$ cat src/rtl/mem_bus_adapter_pkg.sv
// mem_defs: shared state type, width codes and lane helpers
// for the controller-to-memory bus adapter.
package mem_defs;

    typedef enum logic [1:0] {
        S_IDLE,
        S_ISSUE,
        S_DONE,
        S_FAIL
    } mem_state_t;

    localparam logic [2:0] F3_LB  = 3'b000;
    localparam logic [2:0] F3_LH  = 3'b001;
    localparam logic [2:0] F3_LW  = 3'b010;
    localparam logic [2:0] F3_LBU = 3'b100;
    localparam logic [2:0] F3_LHU = 3'b101;

    localparam logic [2:0] F3_SB  = 3'b000;
    localparam logic [2:0] F3_SH  = 3'b001;
    localparam logic [2:0] F3_SW  = 3'b010;

    localparam int TIMEOUT_DEF = 255;

    // Legal width code for the direction, and natural alignment
    function automatic logic req_ok(
        input logic       wr,
        input logic [2:0] f3,
        input logic [1:0] o
    );
        logic ok;
        ok = 1'b0;
        unique case (f3)
            3'b000:  ok = 1'b1;
            3'b001:  ok = ~o[0];
            3'b010:  ok = (o == 2'b00);
            3'b100:  ok = ~wr;
            3'b101:  ok = ~wr & ~o[0];
            default: ok = 1'b0;
        endcase
        return ok;
    endfunction

    // Byte lanes touched by an access of this width at offset o
    function automatic logic [3:0] be_gen(
        input logic [2:0] f3,
        input logic [1:0] o
    );
        logic [3:0] be;
        unique case (f3[1:0])
            2'b00:   be = 4'b0001 << o;
            2'b01:   be = 4'b0011 << o;
            default: be = 4'b1111;
        endcase
        return be;
    endfunction

    // Replicate store data so every enabled lane sees the right bytes
    function automatic logic [31:0] wdata_gen(
        input logic [2:0]  f3,
        input logic [31:0] wd
    );
        logic [31:0] r;
        unique case (f3[1:0])
            2'b00:   r = {4{wd[7:0]}};
            2'b01:   r = {2{wd[15:0]}};
            default: r = wd;
        endcase
        return r;
    endfunction

endpackage

$ cat src/rtl/mem_bus_adapter_load_align.sv
// load_align: picks the addressed lane of a memory word and
// sign/zero-extends it; shared with the datapath writeback path.
module load_align
    import mem_defs::*;
(
    input  logic [31:0] rdata,
    input  logic [1:0]  offset,
    input  logic [2:0]  funct3,
    output logic [31:0] result
);

    logic [15:0] lane;

    // Shift the addressed lane down to bit 0, then extend by width code
    always_comb begin
        lane   = 16'(rdata >> {offset, 3'b000});
        result = '0;
        unique case (funct3)
            F3_LB:   result = {{24{lane[7]}}, lane[7:0]};
            F3_LH:   result = {{16{lane[15]}}, lane[15:0]};
            F3_LW:   result = rdata;
            F3_LBU:  result = {24'b0, lane[7:0]};
            F3_LHU:  result = {16'b0, lane[15:0]};
            default: result = '0;
        endcase
    end

endmodule

$ cat src/rtl/mem_bus_adapter.sv
// mem_bus_adapter: turns a one-cycle controller request into a
// held mem_req/mem_ack transaction with lane handling and timeout.
module mem_bus_adapter
    import mem_defs::*;
#(
    parameter int ADDR_W  = 32,
    parameter int TIMEOUT = TIMEOUT_DEF
) (
    input  logic              clk,
    input  logic              reset_n,
    input  logic              req_valid,
    input  logic              req_write,
    input  logic [ADDR_W-1:0] req_addr,
    input  logic [2:0]        req_funct3,
    input  logic [31:0]       req_wdata,
    output logic              req_ready,
    output logic              rsp_valid,
    output logic [31:0]       rsp_rdata,
    output logic              stall,
    output logic              err,
    output logic              mem_req,
    output logic              mem_we,
    output logic [ADDR_W-1:0] mem_addr,
    output logic [3:0]        mem_be,
    output logic [31:0]       mem_wdata,
    input  logic              mem_ack,
    input  logic [31:0]       mem_rdata
);

    localparam int TW = $clog2(TIMEOUT + 1);
    localparam logic [TW-1:0] T_LAST = TW'(TIMEOUT - 1);
    localparam logic [TW-1:0] T_MAX  = {TW{1'b1}};

    mem_state_t        state_q, state_d;
    logic [TW-1:0]     timer_q, timer_d;
    logic              we_q, we_d;
    logic [ADDR_W-1:0] addr_q, addr_d;
    logic [3:0]        be_q, be_d;
    logic [31:0]       wdata_q, wdata_d;
    logic [1:0]        off_q, off_d;
    logic [2:0]        f3_q, f3_d;
    logic [31:0]       rdata_q, rdata_d;
    logic              ready_q, ready_d;
    logic              mreq_q, mreq_d;
    logic              stall_q, stall_d;
    logic              rsp_q, rsp_d;
    logic              err_q, err_d;
    logic [31:0]       aligned;

    load_align u_align (
        .rdata  (mem_rdata),
        .offset (off_q),
        .funct3 (f3_q),
        .result (aligned)
    );

    // Next state, request capture, timer and registered output values
    always_comb begin
        state_d = state_q;
        timer_d = timer_q;
        we_d    = we_q;
        addr_d  = addr_q;
        be_d    = be_q;
        wdata_d = wdata_q;
        off_d   = off_q;
        f3_d    = f3_q;
        rdata_d = rdata_q;
        unique case (state_q)
            S_IDLE: begin
                if (req_valid) begin
                    if (req_ok(req_write, req_funct3, req_addr[1:0])) begin
                        state_d = S_ISSUE;
                        timer_d = '0;
                        we_d    = req_write;
                        addr_d  = {req_addr[ADDR_W-1:2], 2'b00};
                        be_d    = be_gen(req_funct3, req_addr[1:0]);
                        wdata_d = wdata_gen(req_funct3, req_wdata);
                        off_d   = req_addr[1:0];
                        f3_d    = req_funct3;
                    end else begin
                        state_d = S_FAIL;
                    end
                end
            end
            S_ISSUE: begin
                if (mem_ack) begin
                    state_d = S_DONE;
                    rdata_d = we_q ? 32'h0 : aligned;
                end else if (timer_q == T_LAST) begin
                    state_d = S_FAIL;
                end else if (timer_q != T_MAX) begin
                    timer_d = timer_q + 1'b1;
                end
                if (state_d != S_ISSUE) begin
                    we_d    = 1'b0;
                    addr_d  = '0;
                    be_d    = '0;
                    wdata_d = '0;
                end
            end
            S_DONE:  state_d = S_IDLE;
            S_FAIL:  state_d = S_IDLE;
            default: state_d = S_IDLE;
        endcase
        ready_d = (state_d == S_IDLE);
        mreq_d  = (state_d == S_ISSUE);
        stall_d = (state_d == S_ISSUE) || (state_d == S_DONE);
        rsp_d   = (state_d == S_DONE);
        err_d   = (state_d == S_FAIL);
    end

    // State and output registers; reset abandons any transaction
    always_ff @(posedge clk or negedge reset_n) begin
        if (!reset_n) begin
            state_q <= S_IDLE;
            timer_q <= '0;
            we_q    <= 1'b0;
            addr_q  <= '0;
            be_q    <= '0;
            wdata_q <= '0;
            off_q   <= '0;
            f3_q    <= '0;
            rdata_q <= '0;
            ready_q <= 1'b1;
            mreq_q  <= 1'b0;
            stall_q <= 1'b0;
            rsp_q   <= 1'b0;
            err_q   <= 1'b0;
        end else begin
            state_q <= state_d;
            timer_q <= timer_d;
            we_q    <= we_d;
            addr_q  <= addr_d;
            be_q    <= be_d;
            wdata_q <= wdata_d;
            off_q   <= off_d;
            f3_q    <= f3_d;
            rdata_q <= rdata_d;
            ready_q <= ready_d;
            mreq_q  <= mreq_d;
            stall_q <= stall_d;
            rsp_q   <= rsp_d;
            err_q   <= err_d;
        end
    end

    // Ready is masked while reset is held so all outputs read 0 then
    assign req_ready = ready_q & reset_n;
    assign rsp_valid = rsp_q;
    assign rsp_rdata = rdata_q;
    assign stall     = stall_q;
    assign err       = err_q;
    assign mem_req   = mreq_q;
    assign mem_we    = we_q;
    assign mem_addr  = addr_q;
    assign mem_be    = be_q;
    assign mem_wdata = wdata_q;

endmodule

$ cat config.mk
export PLATFORM = sky130hd
export DESIGN_NAME = mem_bus_adapter
export DESIGN_NICKNAME = d
export VERILOG_FILES = /design/src/rtl/mem_bus_adapter_pkg.sv /design/src/rtl/mem_bus_adapter_load_align.sv /design/src/rtl/mem_bus_adapter.sv
export SDC_FILE = /design/constraint.sdc
export NUM_CORES = 1
export LEC_CHECK = 0
export BUFFER_PORTS_ARGS = -buffer_cell sky130_fd_sc_hd__buf_2
export CAP_MARGIN = 20
export CORE_MARGIN = 8
export CORE_UTILIZATION = 25
export CTS_BUF_LIST = sky130_fd_sc_hd__clkbuf_4 sky130_fd_sc_hd__clkbuf_8 sky130_fd_sc_hd__clkbuf_16
export CTS_CLUSTER_SIZE = 25
export DETAILED_ROUTE_END_ITERATION = 10
export PLACE_DENSITY = 0.51
export SYNTH_ARGS = -nofsm -noshare
export SYNTH_HDL_FRONTEND = slang
export SYNTH_SLANG_ARGS = --single-unit
$ cat constraint.sdc
create_clock -name clk -period 1.7 [get_ports clk]
set_input_delay 0.255 -clock clk [delete_from_list [all_inputs] [get_ports clk]]
set_output_delay 0.255 -clock clk [all_outputs]
set_load 0.005 [all_outputs]
-- Word level (Yosys, flattened, before mapping)
Index checks and enable logic that the tools add are counted.
- word-level logic and storage cells: 93
- register bits after elaboration: 121
- bits of input ports: 104
- output and inout port bits: 106
- multiplexer cells: 34
- bitwise operators: 4
- add/sub/neg operators: 1
- reductions and logical operators: 13
- equal/unequal tests: 24
- shifts and indexed selects: 3
- operators by type and width (cell ; count):
    2-to-1 mux 32 bit ; 6
    one-hot mux 32 bit (2 select lines) ; 3
    one-hot mux 32 bit (5 select lines) ; 1
    2-to-1 mux 8 bit ; 5
    >> shifter 32 x 5 -> 16 bit ; 1
    one-hot mux 4 bit (2 select lines) ; 2
    one-hot mux 8 bit (2 select lines) ; 1
    equality test 3 bit, second input constant ; 4
    2-to-1 mux 4 bit ; 3
    inequality test 2 bit, second input constant ; 6
    2-to-1 mux 2 bit ; 5
    adder 8 x 1 -> 8 bit, second input constant ; 1
    equality test 2 bit, second input constant ; 4
    equality test 8 bit, second input constant ; 1
    zero test 2 bit ; 4
    inequality test 8 bit, second input constant ; 1
    equality test 2 x 1 -> 1 bit, second input constant ; 3
    equality test 3 x 1 -> 1 bit, second input constant ; 2
    equality test 3 x 2 -> 1 bit, second input constant ; 2
    zero test 3 bit ; 2
    one-hot mux 2 bit (3 select lines) ; 1
    AND reduction 6 bit ; 1
    2-to-1 mux 1 bit ; 5
    one-hot mux 1 bit (5 select lines) ; 1
    12 further kinds ; 14

-- Longest topological paths before layout
Gate-level depths: netlist of run 1.
- word-level depth: 10
- gate-level depth with buffers: 7
- gate-level depth less buffers: 6

-- Hierarchy
A second synthesis of run 1 with hierarchy kept.
- cell total of the unflattened synthesis: 555
- area, all modules: 5964.5 um^2
- by module, submodules not included (module ; area an instance (um^2) ; cells each ; instances ; sequential area each (um^2)):
    mem_bus_adapter ; 5127.4 ; 441 ; 1 ; 2979.1
    load_align ; 837.1 ; 114 ; 1 ; 0.0

-- Least setup slack after synthesis of run 1
No wires, ideal clock.
- path type: register to register
- start point: register off_q[0]
- end point: register rdata_q[22], in the netlist rsp_rdata[22]
- arrival: 1.572 ns
- clock period less this slack: 1.698 ns
- library setup time: 0.126 ns
- buffers on the path: 3
- cell stages (with the launch flop): 8
- slack: 0.002 ns
- required time: 1.574 ns
- cell sequence: dfrtp_1 -> buf_2 -> nor2b_1 -> clkbuf_2 -> a2bb2oi_1 -> a211oi_4 -> buf_6 -> a221o_1
- longest elaborated chain between the ends: 3
- ends and longest elaborated chain (what ; RTL line ; RTL):
    start: declaration ; mem_bus_adapter.sv:40 ; logic [1:0] off_q, off_d;
    start signal: assignment ; mem_bus_adapter.sv:121 ; off_q <= '0;
    start signal: assignment ; mem_bus_adapter.sv:136 ; off_q <= off_d;
    >> shifter 32 x 5 -> 16 bit ; mem_bus_adapter_load_align.sv:16 ; lane = 16'(rdata >> {offset, 3'b000});
    one-hot mux 32 bit (5 select lines) ; mem_bus_adapter_load_align.sv:18 ; unique case (funct3)
    2-to-1 mux 32 bit ; mem_bus_adapter.sv:88 ; rdata_d = we_q ? 32'h0 : aligned;
    end signal: assignment ; mem_bus_adapter.sv:138 ; rdata_q <= rdata_d;
    end: declaration ; mem_bus_adapter.sv:42 ; logic [31:0] rdata_q, rdata_d;
Every way passes these cells.
A chain may end at the register's enable or synchronous reset.

-- Worst setup path after layout of run 1
- start point: register off_q[1]
- end point: register rdata_q[11], in the netlist rsp_rdata[11]
Same word-level chain as after synthesis.

==> summary.txt, run 1 <==
Cells and area
  • Fillers: between 2000 and 2500
  • Area of the multi-input gates: around 2400 µm²
  • Cell area after layout: 7980 µm²
  • Area Growth Syn to Fin: 45.0%
  • Final Instance Count excl. Fillers: between 1000 and 1500
  • Final core occ: approximately 37%
  • Layout cells sized above 1: between 40% and 50%
  • Register area: 2980 µm²
  • Nets@finish: 834

Synth
  • Number of synthesized flops with an enable pin: 0
  • Area leader, netlist: dfrtp_1
  • Register area share after synthesis: between 50% and 60%
  • Post-synthesis async set-or-reset flop share: 100%
  • Synth top area share: between 50% and 60%
  • Mapped Area: 5500 µm²
  • Syn avg cell area: approximately 12 µm²
  • Ys flop type: dfrtp_1
  • Synth area leaders: dfrtp_1 54%, a22o_1 9.1%, mux2i_1 7.1%, a221o_1 3.1%, nand2_1 3.0%
  • Seq cells post-synth: 119
  • Netlist cell types: between 50 and 60
  • Syn Inst Count: 468
  • Synth Warn #: 0

Worst setup path
  • R2r worst-path depth: 5
  • CP Capture Type: flip-flop
  • Startpoint Class: flip-flop
  • Worst EP required: 1980 ps
  • Critical Path AT: 1950 ps
  • CP Max Fanout: 9
  • Critical path type: reg2reg

Pwr
  • Clk pwr share: around 25%
  • Pint: 9.28 mW
  • Design Power: 13.9 mW
  • Peak VDD IR: approximately 0.74 mV
  • P_sw: 4.66 mW
  • Leakage power: just over 4 nW
  • Sequential share of power: 34.7%
  • Logic pwr share: between 30% and 40%
  • Sw Share: 33.4%
  • Cell area power density: 1750 nW/µm²

Timing
  • RSZ-0062 raised after global routing: true
  • Rel. slew slack: 61.4%
  • Final Critical Period: 1670 ps
  • Final Skew: between 8 and 9 ps
  • Final Max Tran Viols: 0
  • Tcrit/Tclk final: 98.4%
  • Fmax: 598 MHz
  • Final setup fails: 0
  • Tightest Pin Transition: 579 ps
  • Setup TNS: 0 ps
  • Final hold slack: 61.1 ps
  • Final-report hold violation count: 0
  • Setup ws final: between 20 and 30 ps

Floorplanning
  • Row count: 54
  • I/O Pins: between 200 and 250
  • Die W: 164 µm
  • Initial Util: 25.4%
  • Die area: 27000 µm²
  • Core footprint: 21700 µm²
  • Die H: ~160 µm

Place
  • Pre-CTS WS: -132 ps
  • IO buf count: 207
  • Placed Instance Area: 7240 µm²
  • RD Place Congestion: 0.806
  • DP HPWL: roughly 14000 µm
  • Placed Instances: 978

Global route
  • Vias in the first global route: 5166
  • Remaining Overflow, GRT: 0
  • Initial antenna violation count: 0
  • First-pass GRT wire length: 29300 µm
  • GRT Total Usage: between 10 and 15%
  • Largest net degree at the start of global routing: between 90 and 100

Route
  • DR vias: 4816
  • Routed Antenna Nets: 0
  • Initial DRC Count: 228
  • Post-route DRC: 0
  • Avg WL per Cell: 18.8 µm
  • Pre-Repair DR Iteration Count: 4
  • WL final: about 19000 µm
  • Via density: 4.74

CTS
  • CTS sink cnt: 119
  • Clock transition at path regs: roughly 60 ps
  • H-tree Lvls: 4
  • Clock Path Buffers: 2
  • Worst-Skew Late Latency: 420 ps
  • CTS tree: yes
  • Root Driver: clkbuf_16
  • Cts bufs inserted: 17

Hold path
  • Hold WC Path Type: in2reg
  • Hold depth: 2

Status
  • Status: complete, no violations

Flow run
  • Max Cap Viol: 0
==> registers in the layout (all words and copies together) (netlist names), 2 cells and up <==
signal / cells
timer_q: 8
rsp_rdata: 32
mem_addr: 30
f3_q: 3
state_q: 2
mem_wdata: 32
off_q: 2
mem_be: 4
==> cell usage in the layout (no fill, tap or decap), types with 2 or more instances in the layout <==
master / count
or3_1: 2
clkinv_4: 2
a21o_1: 3
nor3_1: 2
nand2_1: 44
bufinv_16: 2
buf_12: 9
clkbuf_16: 17
inv_1: 2
ha_1: 5
a221o_1: 17
mux2_2: 7
nand2b_1: 4
nand3_1: 5
and2_1: 2
o21ai_0: 19
o21bai_1: 2
nor2b_1: 5
mux2i_1: 39
a22o_1: 57
a21oi_2: 7
o2bb2ai_1: 17
clkbuf_4: 4
buf_2: 206
a31oi_1: 4
clkinv_2: 5
dfrtp_1: 117
o221ai_1: 8
buf_4: 55
buf_6: 3
conb_1: 2
nor2_1: 13
nor4_1: 2
a21oi_1: 14
==> repair_timing <==
action | CTS | global route
hold buffers | 1 | 0
endpoints found under the hold margin | 118 | 0
gates cloned | 1 | 0
pin swaps | 2 | 1
setup endpoints to repair | 82 | 56
buffers inserted | 2 | 3
gates resized for setup | 8 | 15
==> synth_stat cells, drive strengths merged (2+ instances only) <==
library cell,number
o221ai,8
a31oi,4
mux2,7
a22o,57
buf,25
ha,6
nor4,2
clkbuf,14
mux2i,39
or3,2
nor2b,6
dfrtp,118
nand2,44
and2,2
o2bb2ai,17
o21bai,2
inv,3
nand3b,2
nor2,15
a21oi,21
a221o,17
nor3b,3
a21o,3
nand3,5
nor3,2
nand2b,4
o21ai,21
==> worst max-delay path: stages (launching register included) <==
cell      delay (ps)
dfrtp_1          380
mux4_2           560
nor2b_1          150
buf_4            180
a21oi_1          140
o221ai_1         130
==> logic make-up (layout without fill, tap and decap cells) <==
kind of cell	count (synthesis)	count (layout)	share of synthesized area [%]
AO/OA/AOI/OAI	161	162	23.1
other	1	3	0.0682
buffers and inverters	42	308	4.07
AND/OR/NAND/NOR	92	92	8.28
adder cells (fa/ha/maj)	6	6	1.36
flip-flops	119	119	54.2
multiplexers	47	47	8.94
==> metal layers <==
| layer | share of wire (%) | global-route usage, % |
|---|---|---|
| met1 | 42 | 17.5 |
| met2 | 48 | 23.0 |
| met3 | 8.4 | 4.74 |
| met4 | 1.1 | 4.50 |
| met5 | 0 | 0 |
==> worst paths after layout <==
kind                                from       endpoint  slack, ps
max in group asynchronous        reset_n   mem_addr[14]        820
min reg2reg                rsp_rdata[15]  rsp_rdata[15]        480
max reg2reg                     off_q[1]  rsp_rdata[11]         30
min in group asynchronous        reset_n          stall        410
min                         req_addr[27]   mem_addr[27]         60
max                             off_q[1]  rsp_rdata[11]         30
==> layout make-up <==
| class | instances | share of cell area (%) |
|---|---|---|
| timing repair buffer | 274 | 20.9 |
| antenna | 1 | 0.0314 |
| tap | 280 | 4.39 |
| multi-input combinational | 309 | 30.0 |
| clock inverter | 9 | 1.29 |
| sequential | 119 | 37.4 |
| clock buffer | 22 | 5.88 |
| inverter | 3 | 0.141 |
==> power groups by stage <==
stage / clock [mW] / sequential, mW / combinational, mW
after global placement: 0 / 4.88 / 5.41
after detailed placement: 0 / 4.83 / 5.46
after floorplan: 0 / 4.92 / 2.61
after CTS: 3.63 / 4.84 / 5.58
final: 3.54 / 4.84 / 5.56
after global routing: 3.77 / 5.03 / 6.13
(Power assumes the default switching activity.)
==> inputs of run 2 (changes only) <==
--- a/config.mk
+++ b/config.mk
@@ -5,14 +5,16 @@
 export SDC_FILE = /design/constraint.sdc
 export NUM_CORES = 1
 export LEC_CHECK = 0
+export ABC_AREA = 1
 export BUFFER_PORTS_ARGS = -buffer_cell sky130_fd_sc_hd__buf_2
 export CAP_MARGIN = 20
 export CORE_MARGIN = 8
-export CORE_UTILIZATION = 25
+export CORE_UTILIZATION = 45
 export CTS_BUF_LIST = sky130_fd_sc_hd__clkbuf_4 sky130_fd_sc_hd__clkbuf_8 sky130_fd_sc_hd__clkbuf_16
 export CTS_CLUSTER_SIZE = 25
 export DETAILED_ROUTE_END_ITERATION = 10
-export PLACE_DENSITY = 0.51
+export GPL_ROUTABILITY_DRIVEN = 0
+export PLACE_DENSITY = 0.79
 export SYNTH_ARGS = -nofsm -noshare
 export SYNTH_HDL_FRONTEND = slang
 export SYNTH_SLANG_ARGS = --single-unit
==> run 2 against run 1 <==
Via count up 33%. Power is 5.5% higher. Routed wire length up 3.4%.
==> summary.txt, run 2 <==
Cells and area
  • Most frequent cells in the layout: 415 x nand2_1, 206 x buf_2, 117 x dfrtp_1, 92 x nand3_1, 44 x inv_1 (was 206 x buf_2, 117 x dfrtp_1, 57 x a22o_1, 55 x buf_4, 44 x nand2_1)
  • Final Instance Count excl. Fillers: 1263 (was 1017)
  • Nets@finish: 1179 (was 834)
  • Area Growth Syn to Fin: 33.4% (was 45.0%)
  • Commonest non-fill, non-tap cell in the layout: nand2_1 (was buf_2)
  • Fillers: 1252 (was 2193)
  • Layout cells sized above 1: 27.7% (was 45.9%)

Worst setup path
  • CP Capture Type: flip-flop (unchanged)
  • Largest delay contributor family on the critical path: flip-flops (was multiplexers)
  • CP bufs+invs: 2 (was 1)
  • Slowest stage delay, CP: 440 ps (was 560 ps)
  • Critical path type: reg2reg (unchanged)
  • Worst EP required: 2060 ps (was 1980 ps)
  • Crit-path cells: ha_1, nand3_1, nor2_1, nand2_1, nand2_2, a21oi_4, buf_12, clkbuf_16, nand2_1, nand2_1 (was mux4_2, nor2b_1, buf_4, a21oi_1, o221ai_1)
  • Critical Path AT: 1990 ps (was 1950 ps)
  • Slowest cell on crit path: dfrtp_2 (was mux4_2)
  • Startpoint Class: flip-flop (unchanged)
  • Most Frequent Cell on Critical Path: nand2_1
  • CP Max Fanout: 24 (was 9)

Floorplanning
  • Die area: 17800 µm² (was 27000 µm²)
  • I/O Pins: 210 (unchanged)
  • Die W: 133 µm (was 164 µm)
  • Row count: 43 (was 54)
  • Die H: 133 µm (was 164 µm)
  • Initial Util: 45.5% (was 25.4%)
  • Core footprint: 13700 µm² (was 21700 µm²)

Global route
  • GRT Total Usage: 21.6% (was 14.2%)
  • First-pass GRT wire length: 31000 µm (was 29300 µm)
  • Remaining Overflow, GRT: 0 (unchanged)
  • Largest net degree at the start of global routing: 98 (unchanged)
  • Initial antenna violation count: 0 (unchanged)
  • Vias in the first global route: 6272 (was 5166)

Synth
  • Number of synthesized flops with an enable pin: 0 (unchanged)
  • Netlist cell types: 31 (was 55)
  • Synth Warn #: 0 (unchanged)
  • Most frequent cell after synthesis: nand2_1 (was dfrtp_1)
  • Ys flop type: dfrtp_1 (unchanged)
  • Syn avg cell area: 7.27 µm² (was 11.8 µm²)
  • Register area share after synthesis: 48.0% (was 54.2%)
  • Seq cells post-synth: 119 (unchanged)
  • Synth top area share: 47.5% (was 53.7%)
  • Area leader, netlist: dfrtp_1 (unchanged)
  • Post-synthesis async set-or-reset flop share: 100% (unchanged)
  • Synth area leaders: dfrtp_1 48%, nand2_1 25%, nand3_1 7.4%, inv_1 2.8%, nor2_1 2.2% (was dfrtp_1 54%, a22o_1 9.1%, mux2i_1 7.1%, a221o_1 3.1%, nand2_1 3.0%)
  • Syn Inst Count: 854 (was 468)
  • Synth top cells by count: 415 x nand2_1, 118 x dfrtp_1, 92 x nand3_1, 46 x inv_1, 36 x nor2_1 (was 118 x dfrtp_1, 57 x a22o_1, 44 x nand2_1, 39 x mux2i_1)
  • Mapped Area: 6210 µm² (was 5500 µm²)

Flow run
  • Max Cap Viol: 0 (unchanged)

Timing
  • Final Critical Period: 1640 ps (was 1670 ps)
  • Final Skew: 6.24 ps (was 8.37 ps)
  • Final hold slack: 56.8 ps (was 61.1 ps)
  • Final-report hold violation count: 0 (unchanged)
  • RSZ-0062 raised after global routing: true (unchanged)
  • Rel. slew slack: 63.4% (was 61.4%)
  • Fmax: 610 MHz (was 598 MHz)
  • Tightest Pin Transition: 549 ps (was 579 ps)
  • Setup ws final: 61.0 ps (was 28.0 ps)
  • Final setup fails: 0 (unchanged)
  • Setup TNS: 0 ps (unchanged)
  • Tcrit/Tclk final: 96.4% (was 98.4%)
  • Final Max Tran Viols: 0 (unchanged)

CTS
  • CTS tree: yes (unchanged)
  • Worst-Skew Late Latency: 420 ps (about the same)
  • Clock Path Buffers: 2 (unchanged)
  • Root Driver: clkbuf_16 (unchanged)
  • CTS sink cnt: 119 (unchanged)
  • H-tree Lvls: 4 (unchanged)
  • Cts bufs inserted: 17 (unchanged)
  • Clock transition at path regs: 60 ps (about the same)

Pwr
  • Cell area power density: 1770 nW/µm² (was 1750 nW/µm²)
  • Design Power: 14.7 mW (was 13.9 mW)
  • Peak VDD IR: 0.782 mV (was 0.736 mV)
  • Leakage power: 4.88 nW (was 4.10 nW)

Place
  • Placed Instances: 1223 (was 978)
  • IO buf count: 207 (unchanged)
  • DP HPWL: 14200 µm (was 14300 µm)
  • Pre-CTS WS: 70.2 ps (was -132 ps)

Route
  • Via density: 5.06 (was 4.74)
  • Initial DRC Count: 561 (was 228)
  • Routed Antenna Nets: 0 (unchanged)
  • Avg WL per Cell: 15.7 µm (was 18.8 µm)
  • DR vias: 6397 (was 4816)
  • Pre-Repair DR Iteration Count: 5 (was 4)
  • Post-route DRC: 0 (unchanged)
  • WL final: 19800 µm (was 19200 µm)

Status
  • Status: complete, no violations (unchanged)

Hold path
  • Hold WC Path Type: in2reg (unchanged)
run 2: cell count changes in the layout (fill, tap and decap cells not counted), moves of 13 or more:
cell,delta
inv_1,+42
o211ai_1,+13
mux2i_1,-39
nor2_1,+23
a22o_1,-57
nand3_1,+87
buf_4,-35
a221o_1,-17
o2bb2ai_1,-17
nand2_1,+371
run 2: worst paths after layout:
check,startpoint,slack (ps),endpoint,cells after the start
worst max-delay path,timer_q[1],60,mem_addr[27],10
worst min-delay path,req_addr[3],60,mem_addr[3],3
worst max register to register,timer_q[1],60,mem_addr[27],10
worst min register to register,mem_wdata[27],470,mem_wdata[27],2
max in group asynchronous,reset_n,770,mem_wdata[25],3
min in group asynchronous,reset_n,440,rsp_rdata[2],3
run 2: through the flow:
stage | util, % | cell area (µm²)
after floorplan | - | 6220
after global placement | 55.1 | 7520
after detailed placement | 55.1 | 7520
after CTS | 59.4 | 8120
after global routing | 60.6 | 8290
final | 60.6 | 8290
run 2: kinds of logic (layout without fill, tap and decap cells):
logic type | after synthesis | after routing | share of synthesized area (%)
fa+ha+maj | 6 | 6 | 1.21
flops | 119 | 119 | 48.0
simple gates | 558 | 558 | 36.5
other cells | 1 | 3 | 0.0604
xor+xnor | 3 | 3 | 0.423
compound gates | 66 | 66 | 6.16
buf+inv | 101 | 328 | 7.71
run 2: area by class of cell:
class	instances	area, µm²	share of cell area, %
flip-flops and latches	119	2980	36.0
multi-input cells	635	2800	33.7
repair buffers	243	1510	18.2
clock buffers	18	439	5.30
well taps	180	225	2.72
inverters	53	199	2.40
clock inverters	14	141	1.71
diodes	1	2.50	0.0302
run 2: power by group:
part | internal [mW] | switching, mW
clock network | 2.08 | 1.40
logic | 2.71 | 3.80
registers | 4.03 | 0.681
run 2: timing repair:
item,in CTS,in global routing
gates resized for setup,0,12
hold endpoints to repair,118,0
setup buffers,0,2
endpoints found under the setup margin,0,61
hold buffers,1,0
run 2: routing by layer:
| metal | wire length (µm) | global-route usage [%] | vias up | part of all wire, % |
|---|---|---|---|---|
| met1 | 7990 | 25.2 | 2977 | 40 |
| met2 | 9670 | 35.9 | 267 | 49 |
| met3 | 1700 | 8.02 | 42 | 8.6 |
| li1 | - | - | 3111 | - |
| met5 | 0 | 0 | - | 0 |
| met4 | 458 | 7.55 | 0 | 2.3 |
run 2: worst min-delay path, delay by kind of cell:
family                 cells  cell delay (ps)
and+or+nand+nor            2              110
buffers and inverters      1               80
==> inputs of run 3 (changes only) <==
--- a/config.mk
+++ b/config.mk
@@ -5,11 +5,10 @@
 export SDC_FILE = /design/constraint.sdc
 export NUM_CORES = 1
 export LEC_CHECK = 0
-export ABC_AREA = 1
 export BUFFER_PORTS_ARGS = -buffer_cell sky130_fd_sc_hd__buf_2
 export CAP_MARGIN = 20
 export CORE_MARGIN = 8
-export CORE_UTILIZATION = 45
+export CORE_UTILIZATION = 44
 export CTS_BUF_LIST = sky130_fd_sc_hd__clkbuf_4 sky130_fd_sc_hd__clkbuf_8 sky130_fd_sc_hd__clkbuf_16
 export CTS_CLUSTER_SIZE = 25
 export DETAILED_ROUTE_END_ITERATION = 10
==> run 3 against run 2 <==
Critical path type unchanged. Clock-buffer cell count grew 3. Global-route usage grew 0.26 points. The run now ends with setup timing left. Utilization grew 1.9 points. Sequential share of layout area grew 2.4 points. Hold slack gained 7.7 ps. Routed wire length shrank 5.9%. Via count shrank 21%. Clock power is essentially flat. First-iteration DRC count shrank 33%. Die area shrank 8.3%.
==> summary.txt, run 3 (synthesis results as in run 1) <==
Worst setup path
  • Reg-to-reg setup timing slack: -50 ps (was 60 ps)
  • Startpoint Class: flip-flop (unchanged)
  • Slowest stage delay, CP: 400 ps (was 440 ps)
  • CP bufs+invs: 2 (unchanged)
  • Largest delay contributor family on the critical path: compound AO/OA/AOI/OAI gates (was flip-flops)
  • R2r worst-path depth: 6 (was 10)
  • Crit-path cells: buf_4, ha_1, o2111a_2, o21ai_0, buf_4, o211ai_1 (was ha_1, nand3_1, nor2_1, nand2_1, nand2_2, a21oi_4, buf_12, clkbuf_16, nand2_1, nand2_1)
  • R2r startpoint: timer_q[0] (was timer_q[1])
  • R2R Path End: timer_q[4] (was mem_addr[27])
  • Setup crit end: timer_q[4] (was mem_addr[27])
  • Number of cells on the critical path: 6 (was 10)
  • CP Max Fanout: 5 (was 24)
  • Slowest cell on crit path: dfrtp_1 (was dfrtp_2)
  • Critical Path AT: 2020 ps (was 1990 ps)
  • Worst setup path startpoint: timer_q[0] (was timer_q[1])
  • Worst EP required: 1980 ps (was 2060 ps)
  • CP Capture Type: flip-flop (unchanged)
  • Critical path type: reg2reg (unchanged)
  • Most Frequent Cell on Critical Path: buf_4 (was nand2_1)

Status
  • Status: complete, but fails checks (was complete, no violations)
  • Failing checks: setup timing

CTS
  • Clock transition at path regs: 60 ps (about the same)
  • H-tree Lvls: 4 (unchanged)
  • Worst-Skew Late Latency: 410 ps (was 420 ps)
  • Clock Path Buffers: 2 (unchanged)
  • Root Driver: clkbuf_16 (unchanged)
  • CTS sink cnt: 119 (unchanged)
  • CTS tree: yes (unchanged)
  • Cts bufs inserted: 17 (unchanged)

Cells and area
  • Final Instance Count excl. Fillers: 892 (was 1263)
  • Commonest non-fill, non-tap cell in the layout: buf_2 (was nand2_1)
  • Register area: 2980 µm² (unchanged)
  • Area Growth Syn to Fin: 41.2% (was 33.4%)
  • Most frequent cells in the layout: 206 x buf_2, 117 x dfrtp_1, 57 x a22o_1, 43 x nand2_1 (was 415 x nand2_1, 206 x buf_2, 117 x dfrtp_1, 92 x nand3_1, 44 x inv_1)
  • Fillers: 1012 (was 1252)
  • Area of the multi-input gates: 2390 µm² (was 2800 µm²)
  • Layout cells sized above 1: 44.6% (was 27.7%)
  • Nets@finish: 818 (was 1179)

Timing
  • Final setup fails: 25 (was 0)
  • Final Critical Period: 1750 ps (was 1640 ps)
  • Final Skew: 7.08 ps (was 6.24 ps)
  • Final Max Tran Viols: 0 (unchanged)
  • Setup ws final: -45.7 ps (was 61.0 ps)
  • Tcrit/Tclk final: 103% (was 96.4%)
  • Rel. slew slack: 57.3% (was 63.4%)
  • Fmax: 573 MHz (was 610 MHz)
  • RSZ-0062 raised after global routing: true (unchanged)
  • Tightest Pin Transition: 641 ps (was 549 ps)
  • Final-report hold violation count: 0 (unchanged)

Floorplanning
  • Die H: 128 µm (was 133 µm)
  • Die W: 128 µm (was 133 µm)
  • Die area: 16300 µm² (was 17800 µm²)
  • I/O Pins: 210 (unchanged)
  • Initial Util: 44.3% (was 45.5%)
  • Row count: 41 (was 43)
  • Core footprint: 12400 µm² (was 13700 µm²)

Route
  • Via density: 5.67 (was 5.06)
  • Initial DRC Count: 374 (was 561)
  • Avg WL per Cell: 20.9 µm (was 15.7 µm)
  • Pre-Repair DR Iteration Count: 5 (unchanged)
  • Routed Antenna Nets: 0 (unchanged)
  • DR vias: 5055 (was 6397)
  • Post-route DRC: 0 (unchanged)
  • WL final: 18600 µm (was 19800 µm)

Global route
  • Vias in the first global route: 5282 (was 6272)
  • Remaining Overflow, GRT: 0 (unchanged)
  • First-pass GRT wire length: 27700 µm (was 31000 µm)
  • Initial antenna violation count: 1 (was 0)
  • GRT Total Usage: 21.9% (was 21.6%)
  • Largest net degree at the start of global routing: 120 (was 98)

Pwr
  • Leakage power: 4.04 nW (was 4.88 nW)
  • Design Power: 14.0 mW (was 14.7 mW)
  • Cell area power density: 1810 nW/µm² (was 1770 nW/µm²)
  • Peak VDD IR: 1.06 mV (was 0.782 mV)

Place
  • Placed Instances: 849 (was 1223)
  • IO buf count: 207 (unchanged)
  • DP HPWL: 13000 µm (was 14200 µm)

Hold path
  • Hold WC Path Type: in2reg (unchanged)

Flow run
  • Max Cap Viol: 0 (unchanged)
run 3: cell count changes in the layout (fill, tap and decap cells not counted), moves of 19 or more:
cell / previous run / this run
nand2_1: 415 / 43
nand3_1: 92 / 5
a22o_1: 0 / 57
inv_1: 44 / 2
mux2i_1: 0 / 39
nor2_1: 36 / 13
buf_4: 20 / 39
run 3: worst reg2reg max path, cell delays in order (launching register included):
cell and delay (ps):
dfrtp_1 400, buf_4 150, ha_1 260, o2111a_2 320
o21ai_0 220, buf_4 170, o211ai_1 90
run 3: worst min-delay path by stage:
| stage | startpoint | to | depth (start not counted) |
|---|---|---|---|
| floorplan | reset_n | err | 0 |
| global placement | reset_n | rsp_rdata[16] | 2 |
| detailed placement | reset_n | rsp_rdata[16] | 2 |
| CTS | req_addr[3] | mem_addr[3] | 2 |
| global route | req_addr[3] | mem_addr[3] | 2 |
| finish | req_addr[4] | mem_addr[4] | 2 |
run 3: cell type report:
cell class,instances,share of cell area (%)
Antenna cell,1,0.0322
Clock buffer,21,6.19
Clock inverter,9,1.29
Inverter,3,0.145
Multi-Input combinational cell,308,30.7
Sequential cell,119,38.4
Tap cell,172,2.77
Timing Repair Buffer,259,20.5
run 3: stage by stage:
step	utilization, %	cell area, µm²	TNS, ps	hold WS (ps)	setup WS [ps]
finish	62.6	7770	-431	64.6	-45.7
global route	62.5	7760	-2550	50.3	-75.9
CTS	60.8	7540	-255	48.8	-21.3
detailed placement	55.6	6910	-556	422	-71.7
global placement	55.6	6910	-7.80	417	-2.26
floorplan	-	5510	0	-40.6	1.60
run 3: where the power goes:
group	internal, mW	switching, mW	leakage, nW	total, mW
clock	2.28	1.21	0.286	3.49
sequential	4.11	0.834	1.56	4.95
combinational	2.92	2.66	2.19	5.59
total	9.32	4.71	4.04	14.0
run 3: metal layers:
| layer | part of all wire (%) | GRT usage (%) | routed length (µm) |
|---|---|---|---|
| met3 | 9.5 | 7.99 | 1770 |
| met5 | 0.054 | 0 | 10 |
| met4 | 4.2 | 11.7 | 788 |
| met2 | 47 | 35.6 | 8830 |
| met1 | 39 | 24.7 | 7260 |
run 3: timing repair:
| item | CTS | global route |
|---|---|---|
| setup buffers | 0 | 7 |
| pin swaps | 1 | 18 |
| endpoints found under the setup margin | 8 | 64 |
| endpoints found under the hold margin | 49 | 0 |
| hold buffers | 1 | 0 |
| gates cloned | 1 | 4 |
| gates resized for setup | 4 | 21 |
